<file path="config.mk">
export PLATFORM = sky130hd
export DESIGN_NAME = mc_store_ctrl
export DESIGN_NICKNAME = d
export VERILOG_FILES = /design/src/rtl/mc_store_ctrl_pkg.sv /design/src/rtl/mc_store_ctrl_arb.sv /design/src/rtl/mc_store_ctrl.sv
export SDC_FILE = /design/constraint.sdc
export NUM_CORES = 1
export LEC_CHECK = 0
export CORE_ASPECT_RATIO = 0.75
export CORE_UTILIZATION = 45
export DETAILED_ROUTE_END_ITERATION = 12
export PLACE_DENSITY = 0.85
export REMOVE_ABC_BUFFERS = 1
export SYNTH_ARGS = -nofsm -noshare
export SYNTH_HDL_FRONTEND = slang
export SYNTH_SLANG_ARGS = --single-unit
</file>
<file path="constraint.sdc">
create_clock -name clk -period 2.85 [get_ports clk]
set_input_delay 0.4275 -clock clk [delete_from_list [all_inputs] [get_ports clk]]
set_output_delay 0.4275 -clock clk [all_outputs]
set_load 0.03 [all_outputs]
</file>
<file path="src/rtl/mc_store_ctrl_pkg.sv">
// mc_store_ctrl_pkg: shared definitions for the microcode control-store controller.
//   - default word/address widths
//   - sequencing FSM state encoding
//   - helper to detect the last cycle of a timed phase
package mc_store_ctrl_pkg;

   localparam int unsigned DefWidth = 64;
   localparam int unsigned DefAddrW = 8;
   localparam int unsigned CntW     = 8;   // phase timer width, covers wait/pulse params

   typedef enum logic [2:0] {
      StIdle,
      StRd,
      StWrSetup,
      StWrPulse,
      StWrHold,
      StVfy
   } state_e;

   // True when a phase of n cycles (timer started at 0) is in its final cycle.
   function automatic logic is_last(input logic [CntW-1:0] cnt, input int unsigned n);
      return cnt == CntW'(n - 1);
   endfunction

endpackage

</file>
<file path="src/rtl/mc_store_ctrl_arb.sv">
// mc_store_ctrl_arb: grant logic for the control store plus loader starvation counter.
// Fetch has priority unless the loader has waited STARVE_LIMIT cycles, then the loader wins.
// Ports:
//   clk, _reset           clock, synchronous active-low reset
//   fetch_req, ld_req     requests from microsequencer and loader
//   idle                  controller can accept a new access this cycle
//   grant_fetch, grant_ld one-hot grants (combinational)
module mc_store_ctrl_arb #(
   parameter int unsigned STARVE_LIMIT = 4
) (
   input  logic clk,
   input  logic _reset,
   input  logic fetch_req,
   input  logic ld_req,
   input  logic idle,
   output logic grant_fetch,
   output logic grant_ld
);

   localparam int unsigned SW = $clog2(STARVE_LIMIT + 1);

   logic [SW-1:0] starve_q;
   logic          at_limit;

   assign at_limit = (starve_q == SW'(STARVE_LIMIT));

   always_comb begin
      grant_ld    = idle & ld_req & (~fetch_req | at_limit);
      grant_fetch = idle & fetch_req & ~grant_ld;
   end

   // Counts every cycle the loader asks and is not granted, including busy cycles.
   always_ff @(posedge clk) begin
      if (!_reset) begin
         starve_q <= '0;
      end else if (grant_ld) begin
         starve_q <= '0;
      end else if (ld_req && !at_limit) begin
         starve_q <= starve_q + SW'(1);
      end
   end

endmodule

</file>
<file path="src/rtl/mc_store_ctrl.sv">
// mc_store_ctrl: sequences the microcode control store between the fetch port (priority)
// and the loader port. All strobes/address/data outputs are registered; acks are
// combinational from IDLE and the requests.
// Optional: MC_STORE_WRITE_VERIFY_EN adds a read-back verify phase after each write and a
// sticky verify_err flag; without it verify_err is tied 0.
// Ports:
//   clk, _reset                        clock, synchronous active-low reset
//   fetch_req/addr/ack/valid/data      microsequencer read port
//   ld_req/we/addr/wdata/ack/rvalid/rdata  loader read/write port
//   _ram_cs/_ram_oe/_ram_w             active-low store strobes
//   ram_addr/ram_wdata/ram_rdata       store address and data
//   busy                               FSM not idle
//   verify_err                         sticky write-verify mismatch
module mc_store_ctrl
   import mc_store_ctrl_pkg::*;
#(
   parameter int unsigned WIDTH        = DefWidth,
   parameter int unsigned ADDR_W       = DefAddrW,
   parameter int unsigned RD_WAIT_CYC  = 1,
   parameter int unsigned WR_PULSE_CYC = 2,
   parameter int unsigned STARVE_LIMIT = 4
) (
   input  logic              clk,
   input  logic              _reset,
   input  logic              fetch_req,
   input  logic [ADDR_W-1:0] fetch_addr,
   output logic              fetch_ack,
   output logic              fetch_valid,
   output logic [WIDTH-1:0]  fetch_data,
   input  logic              ld_req,
   input  logic              ld_we,
   input  logic [ADDR_W-1:0] ld_addr,
   input  logic [WIDTH-1:0]  ld_wdata,
   output logic              ld_ack,
   output logic              ld_rvalid,
   output logic [WIDTH-1:0]  ld_rdata,
   output logic              _ram_cs,
   output logic              _ram_oe,
   output logic              _ram_w,
   output logic [ADDR_W-1:0] ram_addr,
   output logic [WIDTH-1:0]  ram_wdata,
   input  logic [WIDTH-1:0]  ram_rdata,
   output logic              busy,
   output logic              verify_err
);

   state_e          state_q;
   logic [CntW-1:0] cnt_q;
   logic            ld_owner_q;   // current read belongs to the loader
   logic            idle;
   logic            grant_fetch;
   logic            grant_ld;

   assign idle      = (state_q == StIdle);
   assign busy      = ~idle;
   assign fetch_ack = grant_fetch;
   assign ld_ack    = grant_ld;

   mc_store_ctrl_arb #(
      .STARVE_LIMIT(STARVE_LIMIT)
   ) u_arb (
      .clk        (clk),
      ._reset     (_reset),
      .fetch_req  (fetch_req),
      .ld_req     (ld_req),
      .idle       (idle),
      .grant_fetch(grant_fetch),
      .grant_ld   (grant_ld)
   );

`ifdef MC_STORE_WRITE_VERIFY_EN
   logic verify_err_q;
   assign verify_err = verify_err_q;
`else
   assign verify_err = 1'b0;
`endif

   always_ff @(posedge clk) begin
      if (!_reset) begin
         state_q     <= StIdle;
         cnt_q       <= '0;
         ld_owner_q  <= 1'b0;
         _ram_cs     <= 1'b1;
         _ram_oe     <= 1'b1;
         _ram_w      <= 1'b1;
         ram_addr    <= '0;
         ram_wdata   <= '0;
         fetch_data  <= '0;
         ld_rdata    <= '0;
         fetch_valid <= 1'b0;
         ld_rvalid   <= 1'b0;
`ifdef MC_STORE_WRITE_VERIFY_EN
         verify_err_q <= 1'b0;
`endif
      end else begin
         fetch_valid <= 1'b0;
         ld_rvalid   <= 1'b0;
         case (state_q)
            StIdle: begin
               if (grant_fetch || grant_ld) begin
                  ld_owner_q <= grant_ld;
                  cnt_q      <= '0;
                  _ram_cs    <= 1'b0;
                  ram_addr   <= grant_ld ? ld_addr : fetch_addr;
                  if (grant_ld && ld_we) begin
                     ram_wdata <= ld_wdata;
                     state_q   <= StWrSetup;
                  end else begin
                     _ram_oe <= 1'b0;
                     state_q <= StRd;
                  end
               end
            end
            StRd: begin
               if (is_last(cnt_q, RD_WAIT_CYC)) begin
                  state_q <= StIdle;
                  _ram_cs <= 1'b1;
                  _ram_oe <= 1'b1;
                  if (ld_owner_q) begin
                     ld_rdata  <= ram_rdata;
                     ld_rvalid <= 1'b1;
                  end else begin
                     fetch_data  <= ram_rdata;
                     fetch_valid <= 1'b1;
                  end
               end else begin
                  cnt_q <= cnt_q + CntW'(1);
               end
            end
            StWrSetup: begin
               state_q <= StWrPulse;
               _ram_w  <= 1'b0;
               cnt_q   <= '0;
            end
            StWrPulse: begin
               if (is_last(cnt_q, WR_PULSE_CYC)) begin
                  state_q <= StWrHold;
                  _ram_w  <= 1'b1;
               end else begin
                  cnt_q <= cnt_q + CntW'(1);
               end
            end
            StWrHold: begin
`ifdef MC_STORE_WRITE_VERIFY_EN
               state_q <= StVfy;
               _ram_oe <= 1'b0;
               cnt_q   <= '0;
`else
               state_q <= StIdle;
               _ram_cs <= 1'b1;
`endif
            end
`ifdef MC_STORE_WRITE_VERIFY_EN
            StVfy: begin
               if (is_last(cnt_q, RD_WAIT_CYC)) begin
                  state_q <= StIdle;
                  _ram_cs <= 1'b1;
                  _ram_oe <= 1'b1;
                  if (ram_rdata != ram_wdata) verify_err_q <= 1'b1;
               end else begin
                  cnt_q <= cnt_q + CntW'(1);
               end
            end
`endif
            default: begin
               state_q <= StIdle;
               _ram_cs <= 1'b1;
               _ram_oe <= 1'b1;
               _ram_w  <= 1'b1;
            end
         endcase
      end
   end

endmodule

</file>
# == Word level (Yosys, flattened, before mapping) ==
# Cells that the tools add are included.
# op_classes
n_mux,20
eq_ne,12
reduce_logical,21
n_addsub,2
bitwise,13
# op_table
op,count
8-bit 2-to-1 mux,4
8-bit one-hot mux with 4 select lines,1
3-bit AND reduction,6
3-bit one-hot mux with 4 select lines,1
"2-bit inequality test, second input constant",5
3-bit 2-to-1 mux,3
1-bit one-hot mux with 3 select lines,3
"8-bit by 1-bit adder with 8-bit output, second input constant",1
"8-bit by 1-bit == test with 1-bit output, second input constant",1
8-bit zero test,1
1-bit inverter,8
4-bit AND reduction,2
1-bit 2-to-1 mux,7
"3-bit by 2-bit == test with 1-bit output, second input constant",2
"3-bit == test, second input constant",2
3-bit OR reduction,2
1-bit bitwise AND,4
2-bit AND reduction,2
4-bit nonzero test,1
2-bit OR reduction,2
"3-bit by 1-bit adder with 3-bit output, second input constant",1
"3-bit by 1-bit == test with 1-bit output, second input constant",1
3-bit zero test,1
1-bit logical AND,2
5 further kinds,5
# totals
register_bits,220
output_inout_bits,209
wordCells,81

# == Longest topological paths before layout ==
# depth
ltp_word,8
mapped_depth,8
ltp_nobuf,6

# == Hierarchy ==
# A second synthesis with hierarchy kept.
# hier_totals
hier_cells,947
area_unflattened_um2,8289.2
# modules_own_cells
module,cells_each,area_each_um2,seq_area_each_um2,n_inst
mc_store_ctrl,926,8091.5,4344.2,1
mc_store_ctrl_arb,21,197.7,60.1,1

# == Worst setup path after synthesis ==
# No wires, ideal clock.
# synth_timing
path_type,flip-flop to output port
startpoint,register u_arb.starve_q[0]
endpoint,output port ld_ack
stages_incl_launch_ff,7
path_buffers,1
slack_ns,1.002
t_arrival_ns,1.421
cell_sequence,dfxtp_1 -> inv_1 -> ha_1 -> a21boi_2 -> nand3b_1 -> buf_2 -> inv_1
# synth_between
elab_chain_cells,3
# synth_rtl
element,line_no,rtl
start: declaration,mc_store_ctrl_arb.sv:22,logic [SW-1:0] starve_q;
start signal: assignment,mc_store_ctrl_arb.sv:39,starve_q <= starve_q + SW'(1);
3-bit == test,mc_store_ctrl_arb.sv:25,assign at_limit = (starve_q == SW'(STARVE_LIMIT));
1-bit OR,mc_store_ctrl_arb.sv:28,grant_ld = idle & ld_req & (~fetch_req | at_limit);
1-bit bitwise AND,mc_store_ctrl_arb.sv:28,
end: declaration,mc_store_ctrl.sv:34,"output logic ld_ack,"
# Every way passes these cells.

# == Final worst setup path ==
# layout_timing
startpoint,register state_q[2]
endpoint,output port fetch_ack
# layout_between
elab_chain_cells,5
word_cells_on_any_way,6
cone_classes,bitwise: 5; reduce/logical: 1
# layout_rtl
element,line_no,rtl
start: declaration,mc_store_ctrl.sv:47,state_e state_q;
start signal: assignment,mc_store_ctrl.sv:80,state_q <= StIdle;
start signal: assignment,mc_store_ctrl.sv:107,state_q <= StWrSetup;
start signal: assignment,mc_store_ctrl.sv:110,state_q <= StRd;
3-bit zero test (*),mc_store_ctrl.sv:54,assign idle = (state_q == StIdle);
1-bit bitwise AND (2 in a row),mc_store_ctrl_arb.sv:28,
1-bit inverter,mc_store_ctrl_arb.sv:29,grant_fetch = idle & fetch_req & ~grant_ld;
1-bit bitwise AND (*),mc_store_ctrl_arb.sv:29,
end: declaration,mc_store_ctrl.sv:27,"output logic fetch_ack,"
# Every way passes the cells marked *; elsewhere a longest branch is shown, timed or not.

==> results.md <==
* Outcome: completed
* Worst rel slew slack at 44.11%
* Setup ws final at 0.1893 ns
* CP top delay family: buffers and inverters
* Clock tree sinks at 220
* VDD IR max at 0.4676 mV
* WL/cell at 16.26 um
* Hold violation total from the final report at 0
* CP Data Required Time at 2.42 ns
* Clock tree buffer depth at 3
* Leakage at 4.416 nW
* Crit-path max FO at 15
* Worst path max stage delay at 0.69 ns
* Element type at the critical path end: output port
* Power per cell area at 606.2 nW/um^2
* Setup TNS at 0 ns
* Placeable core region at 17710 um^2
* DRC violation total after the first TritonRoute iteration at 477
* Max Clk Rate at 375.8 MHz
* R2R cell count at 7
* First-pass GRT wire length at 39950 um
* Top Ports at 358
* Nets at 1486
* Fill count at 1369
* WP data arrival at 2.23 ns
* Area added between synthesis and finish at 52.47%
* Clock share of power at 37.4%
* Setup slack at placement at 0.4593 ns
* Post-synth EDFFs at 0
* Clock root cell: clkbuf_16
* Dpl cells at 1550
* # diodes at 0
* Post-route DRC at 0
* RR Endpoint: ld_rdata[36]
* Final Skew at 0.01505 ns
* Pin count of the biggest net entering global routing at 75
* End of the worst hold path: ld_rdata[33]
* Sequential fraction of design power at 43.9%
* Sw Share at 27.32%
* Setup repair bufs after CTS at 0
* DR pass1 iterations at 4
* Chip Height at 118.8 um
* Synth Flop Type: dfxtp_1
* Layout cells sized above 1 at 4.978%
* CTS-repair resized insts at 0
* Cell taking the most area after synthesis: dfxtp_1
* GR Util All Layers at 26.78%
* Start of the worst register-to-register path: cnt_q[1]
* Fin. max-slew vios at 0
* Hold path cells at 2
* DRT antenna net count at 0
* Clk_lat worst skew at 0.50 ns
* Crit-path slowest cell: clkdlybuf4s50_1
* Minimum clock period at 2.661 ns
* Gr ovfl total at 0
* Hold Path Class: reg2reg
* Starting density of the core at 46.24%
* Crit-path cells: nor3_4 -> nand2_1 -> a31oi_1 -> clkdlybuf4s50_1
* Avg Inst Size Synth at 8.140 um^2
* Fraction of registers with async set/reset at 0%
* Combinational power share at 18.7%
* Die W at 157.8 um
* Hold buffers post-CTS at 0
* Max-cap viol count at 0
* H-tree levels at 1
* Synth Register Bits at 220
* Via count at 8108
* NetSw at 2.068 mW
* TritonCTS clock tree: built
* Clock transition at path regs at 0.06 ns
* Setup violations, final at 0
* Vias in the first global route at 7888
* # port buffers at 356
* Slew @ Worst Pin at 0.8353 ns
* Final Instance Count excl. Fillers at 1588
* Post-DP HPWL at 17780 um
* Int Power at 5.501 mW
* Seq/Total Area, Yosys at 53.78%
* Synth area leaders: dfxtp_1 54%, nand2_1 18%, a21oi_1 13%
* Synth unique cells at 47
* Crit path buffers/inverters at 1
* Post-synth design cell area at 8189 um^2
* Yosys top cell area share at 53.78%
* Ys Warns at 0
* Number of buffers created by CTS at 22
* Die ar. at 18750 um^2
* Standard-cell rows at 42
* Kind of critical path: reg2out
* R2r setup slk at 0.57 ns
* Final period utilization at 93.36%
* Drt via density at 5.106
* Gate count of the mapped netlist at 1006
* Worst Hold Launch: ld_rdata[33]
* Initial antenna violation count at 0
* CP startpoint kind: flop
* GP Congestion at 0.8600
* RSZ-0062 raised after global routing: false
* DRT Wirelength at 25820 um
==> power by group through the flow <==
stage	clock network [mW]	logic [mW]	registers, mW
after global placement	0	1.39	3.38
final	2.83	1.41	3.33
after CTS	2.89	1.42	3.32
after floorplan	0	0.389	3.69
after global routing	3.01	1.51	3.34
after detailed placement	0	1.41	3.39
==> cells in the mapped netlist, drive strengths merged (5+ instances only) <==
cell type,count
o211ai,5
inv,9
nor2,9
o21ai,15
nand2,401
mux2i,10
a21oi,207
ha,5
buf,32
clkbuf,38
dfxtp,220
==> sequential cells by signal (all words and copies together) (netlist names), 3 cells and up <==
| signal | cells |
|---|---|
| fetch_data | 64 |
| ld_rdata | 64 |
| ram_addr | 8 |
| cnt_q | 8 |
| u_arb.starve_q | 3 |
| ram_wdata | 64 |
| state_q | 3 |
==> layer usage <==
layer	global-route usage, %	share of wire, %
met3	8.443	8.1
met4	9.527	3.1
met1	31.38	40
met2	45.65	48
met5	0	0
==> worst max-delay path by stage <==
stage	from	cells past startpoint	endpoint
CTS	state_q[2]	4	fetch_ack
finish	state_q[2]	4	fetch_ack
global route	state_q[2]	4	fetch_ack
global placement	ld_req	6	ram_wdata[41]
detailed placement	ld_req	6	ram_wdata[10]
floorplan	cnt_q[0]	6	ld_rdata[0]
==> through the flow <==
step	hold slack (ns)	instance area [um^2]	total power, mW	utilization [%]
2_1_floorplan	0.4521	7747	4.081	-
3_3_place_gp	0.4365	11780	4.773	66.50
3_5_place_dp	0.4424	11780	4.797	66.50
4_1_cts	0.4507	12490	7.636	70.50
5_1_grt	0.4602	12490	7.860	70.50
6_report	0.4485	12490	7.569	70.50
==> layout by cell type, fill, tap and decap left out, drive strengths merged, types with 5 or more instances in the layout <==
cell / count
nor2: 9
mux2i: 10
inv: 9
clkbuf: 31
o21ai: 15
a21oi: 207
nand2: 401
o211ai: 5
buf: 17
clkinv: 5
dfxtp: 220
ha: 5
clkdlybuf4s50: 355
==> worst reg2reg max path: cells and delay by family (launching register included) <==
family	cells	cell delay, ns
compound gates	1	0.15
fa+ha+maj	1	0.22
buf+inv	2	0.54
flops	1	0.34
simple gates	3	0.96
==> final cells by class <==
type / instances / area [um^2] / area share [%]
multi-input combinational: 707 / 3313 / 26.54
clock buffer: 31 / 645.6 / 5.171
sequential: 220 / 4404 / 35.27
timing repair buffer: 372 / 3719 / 29.78
tap: 242 / 302.8 / 2.425
inverter: 9 / 38.79 / 0.3107
clock inverter: 7 / 62.56 / 0.5011
==> logic make-up (layout without fill, tap and decap cells) <==
logic type	count (synthesis)	in the layout	synth area share, %
and+or+nand+nor	442	442	22.02
AOI/OAI and AO/OA	247	247	16.15
DFF	220	220	53.78
buffers and inverters	79	419	5.806
muxes	10	10	1.222
adders and majority gates	5	5	0.7639
xor gates and xnor gates	2	2	0.2139
other	1	1	0.04579
Power figures use the tool's default switching activity.
==> patch 1, RTL diff (same flow settings) <==
Re-encode `state_e` (6 states) as one-hot, 6 bits wide.
--- a/src/rtl/mc_store_ctrl_pkg.sv
+++ b/src/rtl/mc_store_ctrl_pkg.sv
@@ -10,9 +10,9 @@
 
-   typedef enum logic [2:0] {
-      StIdle,
-      StRd,
-      StWrSetup,
-      StWrPulse,
-      StWrHold,
-      StVfy
+   typedef enum logic [5:0] {
+      StIdle    = 6'b000001,
+      StRd      = 6'b000010,
+      StWrSetup = 6'b000100,
+      StWrPulse = 6'b001000,
+      StWrHold  = 6'b010000,
+      StVfy     = 6'b100000
    } state_e;
Check against the original RTL: no difference found for any inputs over 4 cycles, from zero or initial values and one cycle with _reset low; so few cycles prove little.
==> patch 1 against the unedited design <==
Critical path depth did not move. Setup slack got worse by 8.6 ps. Cell area rose by 5.3%. Sequential cell count rose by 2. Wire length fell by 1.1%. Synthesized area rose by 7.5%. Synthesized cell count fell by 4.4%. Highest routed layer unchanged. Sequential share of layout area fell by 1.5 points. Power fell by 1.2%. Sequential power fell by 2%. Maximum frequency fell by 0.32%.
==> patch 1: results (changes against the unedited design) <==
| Metric | Value |
|---|---|
| Dpl ws | 422 ps (-37.6 ps) |
| Placer Congestion | 0.852 (-0.88%) |
| CP Capture Point | busy |
| CP startpoint | state_q[1] |
| Via/cell ratio | 5.21 (+2.0%) |
| Total placed instance area | 12400 um2 (+5.0%) |
| Worst hold path class | input port to flip-flop |
| Pre-antenna DRT Iters | 5 (+1) |
| Worst-case reg-to-reg path depth | 5 (-2) |
| FF-to-FF Start | cnt_q[7] |
| Vias in the first global route | 7364 (-6.6%) |
| Min-delay src | _reset |
| Placed cells | 1491 (-3.8%) |
| Nets@finish | 1422 (-4.3%) |
| Sequential area share after synthesis | 50.5% (-3.3 points) |
| Layout cells sized above 1 | 4.52% (-0.45 points) |
| Largest net degree at the start of global routing | 217 (+190%) |
| # fillers | 1414 (+3.3%) |
| Worst setup margin | 181 ps (-8.57 ps) |
| Worst-Skew Late Latency | 490 ps |
| DRT iter0 DRCs | 906 (+90%) |
| GRT Total Usage | 23.7% (-3.1 points) |
| Synth top area cells | dfxtp_1, mux2i_1, nand2_1 |
| Peak supply drop | 368 uV (-21%) |
| Relative slew margins | 43.3% (-0.80 points) |
| Routed wire length per instance | 16.7 um (+2.7%) |
| Worst reg2reg path endpoint | ld_rdata[24] |
| Post-synthesis cell type count | 51 (+8.5%) |
| Min-Delay Endpoint | state_q[1] |
| Crit-path max cell delay | 740 ps (+50 ps) |
| Worst Skew | 7.77 ps (-7.28 ps) |
| Vias | 7962 (-1.8%) |
| Post-detail-place hpwl | 17300 um (-2.9%) |
| Synth top cells by count | dfxtp_1, nand2_1, mux2i_1 |
| Area delta synth->final | 49.4% |
| First-pass GRT wire length | 38600 um (-3.4%) |
| Register-to-register setup slack | 670 ps (+100 ps) |
| Mean Syn Cell Area | 9.15 um2 (+12%) |
| Status | completed |
patch 1: cell types whose count changed after synthesis, moves of 16 or more:
cell / before / now
nand2_1: 401 / 201
a21oi_1: 207 / 77
nand3_1: 4 / 71
o21ai_0: 15 / 79
clkbuf_1: 38 / 54
mux2i_1: 10 / 137
patch 1: cell type report:
class,count,area share [%]
flip-flops and latches,222,33.8
well taps,247,2.35
clock inverters,6,0.990
multi-input cells,647,29.6
inverters,9,0.257
clock buffers,32,4.94
repair buffers,366,28.0
patch 1: stage by stage:
| stage | hold WS (ps) | setup TNS [ps] |
|---|---|---|
| 2_1_floorplan | 427 | -646080 |
| 3_3_place_gp | 441 | 0 |
| 3_5_place_dp | 448 | 0 |
| 4_1_cts | 404 | 0 |
| 5_1_grt | 429 | 0 |
| 6_report | 414 | 0 |
patch 1: logic make-up after synthesis:
logic type,Yosys count,synth area share (%)
other,1,0.0426
XOR/XNOR,4,0.398
AND/OR/NAND/NOR,320,16.0
flip-flops,222,50.5
AO/OA/AOI/OAI,180,11.3
multiplexers,137,15.6
adder cells (fa/ha/maj),5,0.711
buffers and inverters,93,5.42
patch 1: routing by layer:
layer	global-route usage, %	vias up	wire (um)
met5	0	-	0
met4	7.58	0	810
met3	5.30	53	1810
met2	40.1	294	12200
met1	30.1	3699	10700
li1	-	3916	-
patch 1: timing repair:
action                                  in CTS  in global routing
gates resized for setup                      1                  0
endpoints found under the hold margin        0                  0
hold buffers                                 0                  0
endpoints found under the setup margin       1                  0
patch 1: where the power goes:
group / total [mW] / switching, mW / internal, mW / leakage [nW]
registers: 3.26 / 0.0559 / 3.20 / 1.80
clock network: 3.10 / 1.16 / 1.94 / 0.382
logic: 1.12 / 0.645 / 0.479 / 2.40
patch 1: tightest hold or removal path, cell delays in order:
cell and delay, ps:
buf_6 90, inv_2 180, nor2_1 160
==> patch 2, RTL diff (config.mk and constraints unchanged) <==
Without the edit above. The option `MC_STORE_WRITE_VERIFY_EN` is turned on by a define.
--- a/src/rtl/mc_store_ctrl.sv
+++ b/src/rtl/mc_store_ctrl.sv
@@ -13,2 +13,4 @@
 //   verify_err                         sticky write-verify mismatch
+`define MC_STORE_WRITE_VERIFY_EN
+
 module mc_store_ctrl
Check against the original RTL: same outputs for any inputs over 4 cycles, from zero or initial values and one cycle with _reset low; that may be too few to reach the edited logic, so the function may still have changed.
==> patch 2 against the unedited design <==
Cell count grew 6.9%. Clock skew fell by 7.0 ps. Power grew 4.4%. Combinational power increased by 18%. Wire length rose by 12%. Die area rose by 8.9%. Hold slack improved by 4.4 ps. Setup slack got worse by 16 ps. Sequential cell count is 1 higher. Global-route usage increased by 0.44 points. Clock power grew 1%. Non-clock buffer count grew 6. Synthesized area increased by 9.1%. Cell area rose by 7.9%.
==> patch 2: results (changes against the unedited design) <==
| Metric | Value |
|---|---|
| Status | completed |
| Vias | 8787 (+8.4%) |
| Setup bufs post-CTS | 0 (unchanged) |
| DRT iter0 DRCs | 697 (+46%) |
| First-pass GRT wire length | 43700 um (+9.4%) |
| CP startpoint | u_arb.starve_q[0] |
| P_leak | 4.76 nW (+7.8%) |
| Top flop regs | fetch_data: 64 flops, ld_rdata: 64 flops, ram_wdata: 64 flops |
| Min-delay src | ld_rdata[18] |
| Vias in the first global route | 8335 (+5.7%) |
| Pre-antenna DRT Iters | 5 (+1) |
| GRT Total Usage | 27.2% (+0.44 points) |
| Post-detail-place hpwl | 20400 um (+15%) |
| Largest net degree at the start of global routing | 65 (-13%) |
| Relative slew margins | 47.7% (+3.6 points) |
| Clk buf depth | 3 (unchanged) |
| Layout cells sized above 1 | 8.73% (+3.8 points) |
| Sequential area share after synthesis | 49.5% (-4.3 points) |
| Nets@finish | 1582 (+6.5%) |
| Port buffer count | 357 (+0.28%) |
| Post-synthesis async set-or-reset flop share | 0% (unchanged) |
| Post-synthesis cell type count | 42 (-11%) |
| Clock slew at the register clock pins of the worst setup and hold paths | 60 ps (about the same) |
| MaxCap Viol Count | 0 (unchanged) |
| Placer Congestion | 0.812 (-5.5%) |
| Final wirelength | 29000 um (+12%) |
| Placed cells | 1656 (+6.8%) |
| FF-to-FF Start | cnt_q[2] |
| Synth warn | 0 (unchanged) |
| Synth top cells by count | nand2_1, dfxtp_1, a21oi_1 |
| Synth top area cells | dfxtp_1, nand2_1, a21oi_1 |
| CTS resizes | 0 (unchanged) |
| Worst Skew | 8.06 ps (-6.99 ps) |
| # fillers | 1467 (+7.2%) |
| Peak supply drop | 435 uV (-6.9%) |
| Worst hold path class | flip-flop to flip-flop |
| Crit path max fanout | 10 (-5) |
| Worst-case reg-to-reg path depth | 6 (-1) |
| Worst-Skew Late Latency | 500 ps (about the same) |
| Mean Syn Cell Area | 8.15 um2 (+0.12%) |
| Initial antenna violation count | 1 (+1) |
| Total placed instance area | 12800 um2 (+8.3%) |
| Num CTS Buffers | 23 (+4.5%) |
| Hold Crit Depth | 2 (unchanged) |
| Final cell count without fillers | 1697 (+6.9%) |
| Main flop type after synthesis | dfxtp_1 |
| CTS HTree Levels | 1 (unchanged) |
| Root Driver | clkbuf_16 |
[patch 2: worst paths after layout]
kind / to / slack, ps
setup / recovery: ld_ack / 170
hold reg to reg: ld_rdata[18] / 450
hold / removal: ld_rdata[18] / 450
setup reg to reg: ld_rdata[5] / 660
[patch 2: worst max-delay path: stages (launching register included)]
cell             delay [ps]
dfxtp_1                 310
inv_1                    90
ha_1                    210
a21bo_2                 150
nand3_1                 100
inv_2                   180
clkdlybuf4s50_1         700
[patch 2: power by group]
part           internal, mW  switching [mW]
sequential             3.26           0.107
clock                  1.65            1.21
combinational         0.698           0.967
[patch 2: area by class of cell]
| type | instances | area [um2] | share of cell area [%] |
|---|---|---|---|
| repair buffers | 378 | 3820 | 28.3 |
| diodes | 1 | 2.50 | 0.0186 |
| flip-flops and latches | 221 | 4420 | 32.8 |
| clock inverters | 8 | 67.6 | 0.502 |
| multi-input cells | 795 | 4160 | 30.9 |
| clock buffers | 32 | 639 | 4.75 |
| well taps | 253 | 317 | 2.35 |
| inverters | 9 | 41.3 | 0.306 |
[patch 2: through the flow]
stage | util (%) | hold WS, ps | setup slack (ps)
floorplan | - | 452 | 37.1
global placement | 65.8 | 441 | 372
detailed placement | 65.8 | 446 | 348
CTS | 69.5 | 454 | 88.6
global route | 69.5 | 461 | 87.8
finish | 69.5 | 453 | 173
[patch 2: logic make-up (layout without fill, tap and decap cells)]
kind of cell,count (synthesis),in the layout,share of synthesized area [%]
DFF,221,221,49.5
buffers and inverters,80,427,4.06
other,0,1,0
xor gates and xnor gates,73,73,7.16
and+or+nand+nor,492,492,22.6
AOI/OAI and AO/OA,225,225,15.9
adders and majority gates,5,5,0.700
[patch 2: layer usage]
layer	part of all wire [%]	track usage, %
met5	0	0
met4	3.5	9.40
met3	9.2	7.96
met2	47	45.1
met1	41	33.7
